==> src/rtl/fmdll_delay_ctrl_if.sv <==
// Phase-decision input and delay-line control/status bundle for the FMDLL loop filter.
interface fmdll_delay_ctrl_if #(
  parameter int unsigned CODE_W = 6
);
  logic [1:0]        Sel;
  logic              DIV_M;
  logic [CODE_W-1:0] Ctrl_code;
  logic [CODE_W-1:0] Step;
  logic [1:0]        State;
  logic              Lock;
  logic              Sat;
  logic              Upd;

  // Upstream controller / stimulus side
  modport master (
    output Sel, DIV_M,
    input  Ctrl_code, Step, State, Lock, Sat, Upd
  );

  // Loop-filter side
  modport slave (
    input  Sel, DIV_M,
    output Ctrl_code, Step, State, Lock, Sat, Upd
  );
endinterface

==> src/rtl/fmdll_delay_ctrl.sv <==
// FMDLL loop filter: binary-search acquisition of the delay-line code, then
// single-step tracking with lock qualification and run-length unlock.
module fmdll_delay_ctrl #(
  parameter int unsigned CODE_W     = 6,
  parameter int unsigned INIT_CODE  = 32,
  parameter int unsigned INIT_STEP  = 8,
  parameter int unsigned LOCK_CNT   = 4,
  parameter int unsigned UNLOCK_RUN = 3
) (
  input  logic                clk_ext,
  input  logic                rst_n,
  fmdll_delay_ctrl_if.slave   ctrl_if
);

  localparam int unsigned TRK_W = $clog2(LOCK_CNT + 1);
  localparam int unsigned RUN_W = $clog2(UNLOCK_RUN + 1);

  typedef enum logic [1:0] {
    ST_ACQ   = 2'b00,
    ST_TRACK = 2'b01,
    ST_LOCK  = 2'b10
  } state_e;

  typedef enum logic [1:0] {
    DIR_NONE = 2'b00,
    DIR_UP   = 2'b01,
    DIR_DN   = 2'b10
  } dir_e;

  logic              div_m_q;
  logic [CODE_W-1:0] code_q;
  logic [CODE_W-1:0] step_q;
  state_e            state_q;
  logic              lock_q;
  logic              upd_q;
  dir_e              last_dir_q;
  logic [TRK_W-1:0]  trk_cnt_q;
  logic [RUN_W-1:0]  run_cnt_q;

  logic              evt_c;
  dir_e              move_dir_c;
  logic [CODE_W:0]   sum_c;
  logic [CODE_W:0]   diff_c;
  logic [CODE_W-1:0] moved_code_c;
  logic              reversal_c;
  logic [TRK_W-1:0]  trk_inc_c;
  logic [RUN_W-1:0]  run_next_c;

  // Rising edge of DIV_M; the registered copy resets high so a level present at reset release is not an event
  assign evt_c = ctrl_io_divm();

  function automatic logic ctrl_io_divm();
    return ctrl_if.DIV_M & ~div_m_q;
  endfunction

  // Decode the decision, compute the clamped move and direction/counter lookahead
  always_comb begin
    move_dir_c   = DIR_NONE;
    sum_c        = {1'b0, code_q} + {1'b0, step_q};
    diff_c       = {1'b0, code_q} - {1'b0, step_q};
    moved_code_c = code_q;
    reversal_c   = 1'b0;
    trk_inc_c    = trk_cnt_q + TRK_W'(1);
    run_next_c   = '0;

    if (ctrl_if.Sel == 2'b01) begin
      move_dir_c = DIR_UP;
    end else if (ctrl_if.Sel == 2'b10) begin
      move_dir_c = DIR_DN;
    end

    // Carry out means past max, borrow out means below zero
    if (move_dir_c == DIR_UP) begin
      moved_code_c = sum_c[CODE_W] ? '1 : sum_c[CODE_W-1:0];
    end else if (move_dir_c == DIR_DN) begin
      moved_code_c = diff_c[CODE_W] ? '0 : diff_c[CODE_W-1:0];
    end

    reversal_c = (move_dir_c != DIR_NONE) && (last_dir_q != DIR_NONE) &&
                 (move_dir_c != last_dir_q);

    if (reversal_c) begin
      run_next_c = RUN_W'(1);
    end else if (move_dir_c != DIR_NONE) begin
      run_next_c = run_cnt_q + RUN_W'(1);
    end
  end

  // Loop state machine: all control state advances only on an update event
  always_ff @(posedge clk_ext or negedge rst_n) begin
    if (!rst_n) begin
      div_m_q    <= 1'b1;
      code_q     <= CODE_W'(INIT_CODE);
      step_q     <= CODE_W'(INIT_STEP);
      state_q    <= ST_ACQ;
      lock_q     <= 1'b0;
      upd_q      <= 1'b0;
      last_dir_q <= DIR_NONE;
      trk_cnt_q  <= '0;
      run_cnt_q  <= '0;
    end else begin
      div_m_q <= ctrl_if.DIV_M;
      upd_q   <= evt_c;
      if (evt_c) begin
        code_q <= moved_code_c;
        if (move_dir_c != DIR_NONE) begin
          last_dir_q <= move_dir_c;
        end
        unique case (state_q)
          ST_ACQ: begin
            if (reversal_c) begin
              if (step_q > CODE_W'(1)) begin
                step_q <= step_q >> 1;
              end else begin
                state_q   <= ST_TRACK;
                trk_cnt_q <= '0;
              end
            end
          end
          ST_TRACK: begin
            if (reversal_c || (move_dir_c == DIR_NONE)) begin
              if (trk_inc_c == TRK_W'(LOCK_CNT)) begin
                state_q   <= ST_LOCK;
                lock_q    <= 1'b1;
                run_cnt_q <= '0;
                trk_cnt_q <= '0;
              end else begin
                trk_cnt_q <= trk_inc_c;
              end
            end else begin
              trk_cnt_q <= '0;
            end
          end
          ST_LOCK: begin
            if (run_next_c == RUN_W'(UNLOCK_RUN)) begin
              // Drift in one direction means the loop lost lock; restart the search from here
              state_q    <= ST_ACQ;
              lock_q     <= 1'b0;
              step_q     <= CODE_W'(INIT_STEP);
              last_dir_q <= DIR_NONE;
              run_cnt_q  <= '0;
            end else begin
              run_cnt_q <= run_next_c;
            end
          end
          default: begin
            state_q <= ST_ACQ;
          end
        endcase
      end
    end
  end

  // Status outputs; saturation is decoded straight from the code register
  assign ctrl_if.Ctrl_code = code_q;
  assign ctrl_if.Step      = step_q;
  assign ctrl_if.State     = state_q;
  assign ctrl_if.Lock      = lock_q;
  assign ctrl_if.Upd       = upd_q;
  assign ctrl_if.Sat       = (code_q == '0) || (code_q == '1);

endmodule

==> src/flat_wrapper.sv <==
// flat-port wrapper written by rule: the top's interface ports become plain ports
module fmdll_delay_ctrl_flat 
#(
  parameter int unsigned CODE_W     = 6,
  parameter int unsigned INIT_CODE  = 32,
  parameter int unsigned INIT_STEP  = 8,
  parameter int unsigned LOCK_CNT   = 4,
  parameter int unsigned UNLOCK_RUN = 3
)
  (clk_ext, rst_n, ctrl_if_Sel, ctrl_if_DIV_M, ctrl_if_Ctrl_code, ctrl_if_Step, ctrl_if_State, ctrl_if_Lock, ctrl_if_Sat, ctrl_if_Upd);
  fmdll_delay_ctrl_if #(.CODE_W(CODE_W)) ctrl_if_i ();
  input  logic clk_ext;
  input  logic rst_n;
  input wire logic [$bits(ctrl_if_i.Sel)-1:0] ctrl_if_Sel;
  input wire logic [$bits(ctrl_if_i.DIV_M)-1:0] ctrl_if_DIV_M;
  output wire logic [$bits(ctrl_if_i.Ctrl_code)-1:0] ctrl_if_Ctrl_code;
  output wire logic [$bits(ctrl_if_i.Step)-1:0] ctrl_if_Step;
  output wire logic [$bits(ctrl_if_i.State)-1:0] ctrl_if_State;
  output wire logic [$bits(ctrl_if_i.Lock)-1:0] ctrl_if_Lock;
  output wire logic [$bits(ctrl_if_i.Sat)-1:0] ctrl_if_Sat;
  output wire logic [$bits(ctrl_if_i.Upd)-1:0] ctrl_if_Upd;
  assign ctrl_if_i.Sel = ctrl_if_Sel;
  assign ctrl_if_i.DIV_M = ctrl_if_DIV_M;
  assign ctrl_if_Ctrl_code = ctrl_if_i.Ctrl_code;
  assign ctrl_if_Step = ctrl_if_i.Step;
  assign ctrl_if_State = ctrl_if_i.State;
  assign ctrl_if_Lock = ctrl_if_i.Lock;
  assign ctrl_if_Sat = ctrl_if_i.Sat;
  assign ctrl_if_Upd = ctrl_if_i.Upd;
  fmdll_delay_ctrl #(.CODE_W(CODE_W), .INIT_CODE(INIT_CODE), .INIT_STEP(INIT_STEP), .LOCK_CNT(LOCK_CNT), .UNLOCK_RUN(UNLOCK_RUN)) u_core (.clk_ext(clk_ext), .rst_n(rst_n), .ctrl_if(ctrl_if_i));
endmodule
==> config.mk <==
export PLATFORM = sky130hd
export DESIGN_NAME = fmdll_delay_ctrl_flat
export DESIGN_NICKNAME = d
export VERILOG_FILES = /design/src/rtl/fmdll_delay_ctrl_if.sv /design/src/rtl/fmdll_delay_ctrl.sv /design/src/flat_wrapper.sv
export SDC_FILE = /design/constraint.sdc
export NUM_CORES = 1
export LEC_CHECK = 0
export BUFFER_PORTS_ARGS = -buffer_cell sky130_fd_sc_hd__buf_4
export CORE_ASPECT_RATIO = 1.2
export CORE_MARGIN = 2
export CORE_UTILIZATION = 57
export CTS_CLUSTER_DIAMETER = 40
export DETAILED_ROUTE_END_ITERATION = 8
export HOLD_SLACK_MARGIN = 0.03
export PLACE_DENSITY = 0.8
export SYNTH_ARGS = -nofsm -noshare
export SYNTH_HDL_FRONTEND = slang
export SYNTH_SLANG_ARGS = --single-unit
==> constraint.sdc <==
create_clock -name clk_ext -period 2.5 [get_ports clk_ext]
set_input_delay 0.125 -clock clk_ext [delete_from_list [all_inputs] [get_ports clk_ext]]
set_output_delay 0.125 -clock clk_ext [all_outputs]
set_load 0.03 [all_outputs]
==> results of run 1 <==
[layout by cell type, fill, tap and decap left out, drive strengths merged, types with 2 or more instances in the layout]
cell type | netlist | layout
nor4 | 3 | 3
o21ai | 15 | 15
buf | 4 | 19
nand3 | 8 | 8
nand4 | 3 | 3
nor2 | 8 | 8
conb | 1 | 2
nand2 | 17 | 17
ha | 15 | 15
a21oi | 11 | 11
dfstp | 3 | 3
inv | 16 | 16
o31ai | 2 | 2
nor2b | 8 | 8
nor3b | 2 | 2
a31oi | 3 | 3
nand2b | 4 | 4
dlygate4sd3 | 0 | 2
nor3 | 2 | 2
xor2 | 2 | 2
a21o | 4 | 4
a31o | 3 | 3
fa | 2 | 2
dfrtp | 19 | 19
mux2 | 2 | 2
a22o | 3 | 3
a221o | 2 | 2
clkbuf | 2 | 4
[stage by stage]
stage	cells	hold slack [ns]
floorplan	182	-0.171
global placement	229	0.0312
detailed placement	229	0.0334
CTS	235	0.227
global route	235	0.241
finish	235	0.230
[synthesized netlist by cell type (all sizes together) (2+ instances only)]
| cell type | instances |
|---|---|
| clkbuf | 2 |
| nand2 | 17 |
| xor2 | 2 |
| nor3 | 2 |
| nand2b | 4 |
| dfstp | 3 |
| ha | 15 |
| nand4 | 3 |
| a221o | 2 |
| o21ai | 15 |
| a22o | 3 |
| a31o | 3 |
| o31ai | 2 |
| a21o | 4 |
| fa | 2 |
| nor2 | 8 |
| dfrtp | 19 |
| a21oi | 11 |
| mux2 | 2 |
| a31oi | 3 |
| nand3 | 8 |
| buf | 4 |
| nor4 | 3 |
| nor2b | 8 |
| inv | 16 |
| nor3b | 2 |
[sequential cells by signal (all words and copies together) (netlist names)]
name                      cells
u_core.ctrl_if.Ctrl_code      6
u_core.last_dir_q             2
u_core.ctrl_if.Step           4
u_core.ctrl_if.State          2
u_core.run_cnt_q              2
u_core.ctrl_if.Upd            1
u_core.trk_cnt_q              3
u_core.div_m_q                1
u_core.ctrl_if.Lock           1
[per-layer routing]
| layer | routed length (µm) | global-route usage, % |
|---|---|---|
| met4 | 36 | 6.41 |
| met3 | 108 | 2.87 |
| met5 | 0 | 0 |
| met2 | 1810 | 40.8 |
| met1 | 1480 | 27.4 |
[final cells by class]
class	count	area (µm²)	area share, %
Sequential cell	22	554	29.8
Multi-Input combinational cell	138	1000	53.9
Timing Repair Buffer	21	163	8.74
Clock buffer	4	36.3	1.95
Tap cell	34	42.5	2.29
Inverter	16	62.6	3.36
[timing repair]
item	CTS	global route
hold endpoints to repair	23	0
hold buffers	2	0
endpoints found under the setup margin	0	0
[power groups by stage]
stage	logic [W]	registers (W)	clock network [W]
after global routing	0.000939	0.000625	0.000221
final	0.000851	0.000605	0.000199
after CTS	0.000852	0.000604	0.000203
after floorplan	0.000487	0.000715	0
after detailed placement	0.000847	0.000611	0
after global placement	0.000821	0.000599	0
[critical path, delay by kind of cell, from the launching register on]
| kind | cells | cell delay, ns |
|---|---|---|
| simple gates | 1 | 0.20 |
| compound gates | 5 | 0.79 |
| buf+inv | 2 | 0.16 |
| flops | 1 | 0.45 |
| fa+ha+maj | 2 | 0.57 |
[worst min path at each step]
stage                                        to  slack (ns)  cells after the start
floorplan           u_core.ctrl_if.Ctrl_code[0]       -0.17                      0
global placement            u_core.trk_cnt_q[1]        0.03                      1
detailed placement          u_core.trk_cnt_q[1]        0.03                      1
CTS                         u_core.trk_cnt_q[1]        0.23                      2
global route                u_core.trk_cnt_q[1]        0.24                      2
finish                      u_core.trk_cnt_q[1]        0.23                      2
[cell families (layout without fill, tap and decap cells)]
kind of cell / count (synthesis) / in the layout / synth area share [%]
AOI/OAI and AO/OA: 52 / 52 / 23.0
xor gates and xnor gates: 3 / 3 / 1.59
adders and majority gates: 17 / 17 / 13.8
buffers and inverters: 22 / 41 / 6.13
DFF: 22 / 22 / 33.5
muxes: 3 / 3 / 1.97
other: 1 / 2 / 0.227
and+or+nand+nor: 61 / 61 / 19.8
==> impl_metrics.json, run 1 <==
{
  "async_reset_ff_share_pct": 100,
  "die_h_um": 63.0,
  "fin_tns_setup_ns": 0,
  "grt_overflow_total": 0,
  "reg2reg_depth": 10,
  "ys_seq_area_share_pct": 33.5,
  "yosysUniqueCellTypes": 52,
  "yosys.area.top_type": "dfrtp_1",
  "startpoint_type": "register",
  "final.fill_count": 236,
  "wl_per_cell_um": 14.6,
  "vias": 1382,
  "min_period_ns": 2.29,
  "period_share_pct": 91.4,
  "leakage_nw": 0.852,
  "dr.pass1.iters": 4,
  "maxCapViolations": 0,
  "arrival_ns": 2.48,
  "post_cts_buffers": 0,
  "wl_mm": 3.44,
  "path_clk_slew_ns": 0.12,
  "place_ws_ns": 0.236,
  "htreeDepth": 1,
  "initial_core_util_pct": 59.4,
  "cp_slowest_cell": "dfrtp_1",
  "fp.dieArea_um2": 3350,
  "die_w_um": 53.2,
  "setup_slack_ns": 0.214,
  "placed_cell_area_um2": 1800,
  "critPathMaxStageDelay_ns": 0.45,
  "synth-edff-count": 0,
  "syn_to_final_growth_pct": 12.5,
  "cp_max_fo": 5,
  "fmaxAchievable_mhz": 437,
  "hold_path_class": "input pin to async pin",
  "drc": 0,
  "antenna_found_initial": 0,
  "grt_pass1_wl_mm": 5.80,
  "drtIter0Drc": 25,
  "cts_tree": "built",
  "critPathKind": "register to register",
  "grt_usage_pct": 22.7,
  "cpMostUsedCell": "inv_1",
  "final-hold-violation-count": 0,
  "syn_area_um2": 1650,
  "power_switching_w": 0.000767,
  "fin_skew_ns": 0.00179,
  "worstPathCellList": "inv_1 > ha_1 > inv_1 > fa_1 > a21o_1 > a21oi_1 > and2_1 > a31oi_1 > o21ai_0 > o31ai_1",
  "synth_top_cells_by_area": "dfrtp_1 29%, ha_1 11%, dfstp_2 4.8%",
  "crit_path_end": "u_core.ctrl_if.Ctrl_code[4]",
  "num_rows": 21,
  "clkPwrFrac_pct": 12.0,
  "rsz0062_at_grt": "no",
  "fin_area_um2": 1860,
  "ctsResizeCount": 0,
  "peakVddDrop_uv": 614,
  "combPwrFrac_pct": 51.4,
  "yosysTopAreaCellShare_pct": 28.7,
  "grt_max_degree": 23,
  "first_global_vias": 1349,
  "ant_nets": 0,
  "io_pins": 22,
  "power_frac_seq_pct": 36.6,
  "clk_latency_ns": 0.30,
  "cts.sinks": 22,
  "regToRegSetupSlack_ns": 0.21,
  "ys_ff_latch": 22,
  "drive_gt1_share_pct": 19.9,
  "synth_warnings": 0,
  "synth_ff_type": "dfrtp_1",
  "total_power_w": 0.00165,
  "rr_endpoint": "u_core.ctrl_if.Ctrl_code[4]",
  "root_buffer": "clkbuf_4",
  "crit_start": "u_core.ctrl_if.Ctrl_code[0]",
  "synth_area_per_cell_um2": 9.14,
  "finish.net_count": 224,
  "swShare_pct": 46.3,
  "setup_viol": 0,
  "clk_path_buf_depth": 2,
  "finalMaxSlewViolations": 0,
  "synthCells": 181,
  "crit_path_end_kind": "register",
  "gp_congestion": 0.817,
  "worstPathRequired_ns": 2.70,
  "viasPerCell": 5.88,
  "core_um2": 2790,
  "cts_buffers": 3,
  "power_density_nw_per_um2": 889,
  "antenna_cells": 0,
  "timing.rr.start": "u_core.ctrl_if.Ctrl_code[0]",
  "status": "complete, no violations",
  "portBuffers": 19,
  "finalCoreUtilization_pct": 66.8,
  "dp_hpwl_mm": 2.67,
  "p_int_w": 0.000888
}
Power figures use the tool's default switching activity.
==> run 2, diff against run 1 <==
- CORE_UTILIZATION: 57 -> 40
- PLACE_DENSITY: 0.8 -> 0.6
==> impl_metrics.json, run 2 (synthesized netlist as in run 1, its figures left out) <==
{
  "peakVddDrop_uv": 405,
  "period_share_pct": 87.6,
  "grt_usage_pct": 17.0,
  "regToRegSetupSlack_ns": 0.31,
  "finalMaxSlewViolations": 0,
  "io_pins": 22,
  "cts.sinks": 22,
  "rr_endpoint": "u_core.ctrl_if.Ctrl_code[4]",
  "timing.rr.start": "u_core.ctrl_if.Ctrl_code[0]",
  "reg2reg_depth": 10,
  "startpoint_type": "register",
  "largest_register_ffs": 6,
  "first_global_vias": 1342,
  "vias": 1369,
  "fp.dieArea_um2": 4670,
  "power_density_nw_per_um2": 930,
  "cts_buffers": 3,
  "leakage_nw": 0.872,
  "rsz0062_at_grt": "no",
  "antenna_found_initial": 0,
  "setup_viol": 0,
  "fin_skew_ns": 0.00414,
  "grt_overflow_total": 0,
  "die_h_um": 74.4,
  "arrival_ns": 2.34,
  "finish.net_count": 225,
  "path_clk_slew_ns": 0.09,
  "ant_nets": 0,
  "gp_congestion": 0.870,
  "num_rows": 25,
  "critPathKind": "register to register",
  "crit_path_end_kind": "register",
  "cts_tree": "built",
  "final.fill_count": 421,
  "die_w_um": 62.7,
  "ctsResizeCount": 0,
  "final_common_cell": "buf_4",
  "drtIter0Drc": 72,
  "fmaxAchievable_mhz": 457,
  "wl_mm": 3.62,
  "viasPerCell": 5.35,
  "multi_input_area_um2": 1000,
  "placed_cell_area_um2": 1840,
  "final-hold-violation-count": 0,
  "dr.pass1.iters": 4,
  "min_period_ns": 2.19,
  "htreeDepth": 1,
  "cts_hold_buf": 2,
  "grt_pass1_wl_mm": 6.26,
  "status": "complete, no violations",
  "antenna_cells": 0,
  "register_area_um2": 554,
  "initial_core_util_pct": 42.0,
  "cp_max_fo": 5,
  "portBuffers": 19,
  "worstPathRequired_ns": 2.65,
  "drc": 0,
  "grt_max_degree": 23,
  "core_um2": 3940,
  "maxCapViolations": 0,
  "dp_hpwl_mm": 2.82,
  "fin_area_um2": 1930,
  "clk_latency_ns": 0.26,
  "final_cell_mix": "20 x buf_4, 19 x dfrtp_1, 17 x nand2_1",
  "hold_path_class": "input pin to async pin",
  "root_buffer": "clkbuf_8",
  "wl_per_cell_um": 14.1,
  "drive_gt1_share_pct": 20.3,
  "post_cts_buffers": 0,
  "syn_to_final_growth_pct": 16.6,
  "clk_path_buf_depth": 2,
  "fin_tns_setup_ns": 0
}
==> run 2: area by class of cell <==
cell class | count | share of cell area, %
multi-input combinational | 138 | 52.0
tap | 54 | 3.50
timing repair buffer | 22 | 8.83
sequential | 22 | 28.7
inverter | 16 | 3.24
clock buffer | 3 | 2.14
clock inverter | 1 | 1.56
==> run 2: worst max path at each step <==
| stage | start | endpoint | slack [ns] | depth (start not counted) |
|---|---|---|---|---|
| 5_1_grt | u_core.ctrl_if.Ctrl_code[0] | u_core.ctrl_if.Ctrl_code[4] | 0.13 | 10 |
| 3_3_place_gp | u_core.ctrl_if.Step[1] | u_core.ctrl_if.Ctrl_code[5] | 0.34 | 8 |
| 4_1_cts | u_core.ctrl_if.Step[1] | u_core.ctrl_if.Ctrl_code[5] | 0.30 | 8 |
| 6_report | u_core.ctrl_if.Ctrl_code[0] | u_core.ctrl_if.Ctrl_code[4] | 0.31 | 10 |
| 2_1_floorplan | u_core.ctrl_if.Step[1] | u_core.ctrl_if.Ctrl_code[5] | 0.32 | 8 |
| 3_5_place_dp | u_core.ctrl_if.Ctrl_code[0] | u_core.ctrl_if.Ctrl_code[4] | 0.34 | 10 |
==> run 2: per-layer routing <==
layer	global-route usage (%)	vias up	wire length, µm	share of wire [%]
li1	-	681	-	-
met1	19.5	649	1500	41
met2	32.0	33	1910	53
met3	2.72	6	144	4.0
met4	6.91	0	58	1.6
met5	0	-	0	0
==> run 2: per-stage QoR <==
step                      power [W]  util [%]  hold slack, ns  setup slack [ns]  instances
after CTS                   0.00181      48.9           0.286             0.302        256
after detailed placement    0.00146      46.6          0.0411             0.336        250
after global placement      0.00144      46.6          0.0361             0.338        250
after floorplan             0.00120         -          -0.171             0.324        182
after global routing        0.00193      48.9           0.310             0.130        256
final                       0.00179      48.9           0.285             0.311        256
==> run 2: where the power goes <==
group	internal, W	switching, W
Sequential	0.000461	0.000143
Combinational	0.000340	0.000511
Clock	0.000214	0.000122
==> run 2: critical path, cell delays in order (launching register included) <==
cell and delay (ns):
dfrtp_1 0.43, inv_1 0.09, ha_1 0.16, inv_1 0.05, fa_1 0.39, a21o_1 0.19, a21oi_1 0.26, and2_1 0.20
a31oi_1 0.04, o21ai_0 0.16, o31ai_1 0.09
==> run 3, diff against run 2 <==
- BUFFER_PORTS_ARGS: -buffer_cell sky130_fd_sc_hd__buf_4 -> not set
- DONT_BUFFER_PORTS: not set -> 1
- PLACE_DENSITY: 0.6 -> 0.55
==> impl_metrics.json, run 3 (synthesized netlist as in run 1, its figures left out) <==
{
  "finalMaxSlewViolations": 0,
  "power_frac_seq_pct": 41.3,
  "antenna_found_initial": 0,
  "drtIter0Drc": 77,
  "startpoint_type": "register",
  "path_clk_slew_ns": 0.08,
  "core_um2": 3940,
  "clk_path_buf_depth": 2,
  "clk_latency_ns": 0.27,
  "p_int_w": 0.000880,
  "cts_tree": "built",
  "setup_viol": 0,
  "worstPathRequired_ns": 2.65,
  "maxCapViolations": 0,
  "total_power_w": 0.00166,
  "clkPwrFrac_pct": 16.0,
  "tightestPinTransition_ns": 1.04,
  "wl_per_cell_um": 14.9,
  "ant_nets": 0,
  "status": "complete, no violations",
  "crit_path_end_kind": "register",
  "worstPathCellList": "buf_4 > ha_1 > fa_1 > a21oi_1 > o21bai_1 > nor2b_1 > o21ai_0 > o211ai_1",
  "cts.sinks": 22,
  "period_share_pct": 88.6,
  "initial_core_util_pct": 42.0,
  "htreeDepth": 1,
  "final-hold-violation-count": 0,
  "whs_ns": 0.271,
  "critPathMaxStageDelay_ns": 0.41,
  "peakVddDrop_uv": 402,
  "root_buffer": "clkbuf_8",
  "grt_usage_pct": 17.2,
  "fin_skew_ns": 0.00246,
  "hold_path_class": "input pin to register",
  "power_switching_w": 0.000775,
  "finish.net_count": 213,
  "portBuffers": 0,
  "die_w_um": 62.7,
  "syn_to_final_growth_pct": 10.1,
  "wl_mm": 3.63,
  "cts_buffers": 3,
  "layoutNonFillerInstCount": 244,
  "rsz0062_at_grt": "no",
  "combPwrFrac_pct": 42.7,
  "post_cts_buffers": 0,
  "power_density_nw_per_um2": 909,
  "cp_max_fo": 4,
  "dr.pass1.iters": 4,
  "largest_register_ffs": 6,
  "grt_max_degree": 23,
  "gp_congestion": 0.868,
  "num_rows": 25,
  "viasPerCell": 5.53,
  "vias": 1349,
  "dp_cells": 238,
  "die_h_um": 74.4,
  "antenna_cells": 0,
  "cp_slowest_cell": "dfrtp_1",
  "final_cell_mix": "19 x dfrtp_1, 17 x nand2_1, 15 x inv_1, 15 x ha_1, 13 x o21ai_0",
  "leakage_nw": 0.806,
  "drive_gt1_share_pct": 15.3,
  "first_global_vias": 1425,
  "fp.dieArea_um2": 4670,
  "max_slew_margin_pct": 30.5,
  "dp_hpwl_mm": 2.80,
  "critPathKind": "register to register",
  "min_period_ns": 2.22,
  "swShare_pct": 46.8,
  "fmaxAchievable_mhz": 451,
  "final_common_cell": "dfrtp_1",
  "fin_tns_setup_ns": 0,
  "arrival_ns": 2.36,
  "io_pins": 22,
  "grt_pass1_wl_mm": 6.34,
  "grt_overflow_total": 0,
  "final.fill_count": 404,
  "drc": 0
}
==> run 3: final timing paths <==
path / from / to / slack (ns) / depth (start not counted)
max: u_core.ctrl_if.Step[0] / u_core.ctrl_if.Ctrl_code[3] / 0.28 / 8
min: ctrl_if_Sel[1] / u_core.last_dir_q[1] / 0.27 / 3
max reg2reg: u_core.ctrl_if.Step[0] / u_core.ctrl_if.Ctrl_code[3] / 0.28 / 8
min reg2reg: u_core.run_cnt_q[1] / u_core.run_cnt_q[1] / 0.50 / 1
max in group asynchronous: rst_n / u_core.ctrl_if.Ctrl_code[4] / 1.39 / 1
min in group asynchronous: rst_n / u_core.ctrl_if.Upd / 0.48 / 1
==> run 3: what timing repair did <==
action / CTS / global route
hold endpoints to repair: 23 / 0
endpoints found under the setup margin: 0 / 0
gates resized for setup: 0 / 0
hold buffers: 2 / 0
==> run 3: metrics by stage <==
step / setup WS [ns] / area, µm² / utilization (%)
after floorplan: 0.324 / 1660 / -
after global placement: 0.327 / 1750 / 44.3
after detailed placement: 0.307 / 1750 / 44.3
after CTS: 0.282 / 1820 / 46.2
after global routing: 0.150 / 1820 / 46.2
final: 0.284 / 1820 / 46.2
==> run 3: layout make-up <==
type	instances	area [µm²]	share of cell area, %
inverter	16	62.6	3.43
timing repair buffer	10	80.1	4.40
clock buffer	4	55.1	3.02
multi-input combinational	138	1000	55.0
sequential	22	554	30.4
tap	54	67.6	3.71
==> run 3: per-layer routing <==
layer	vias up	routed length [µm]	GRT usage, %
met2	30	1930	33.1
met3	4	116	2.87
met1	656	1540	19.1
li1	659	-	-
met4	0	42	6.42
met5	-	0	0
==> run 3: power groups by stage <==
stage          registers [W]  logic, W  clock network, W
2_1_floorplan       0.000715  0.000487                 0
3_3_place_gp        0.000684  0.000685                 0
5_1_grt             0.000706  0.000799          0.000286
6_report            0.000684  0.000707          0.000265
4_1_cts             0.000685  0.000707          0.000275
3_5_place_dp        0.000691  0.000694                 0
==> run 3: worst max-delay path, delay by kind of cell (launching register included) <==
family | cells | cell delay, ns
simple gates | 1 | 0.19
flops | 1 | 0.41
fa+ha+maj | 2 | 0.63
compound gates | 4 | 0.67
buf+inv | 1 | 0.19
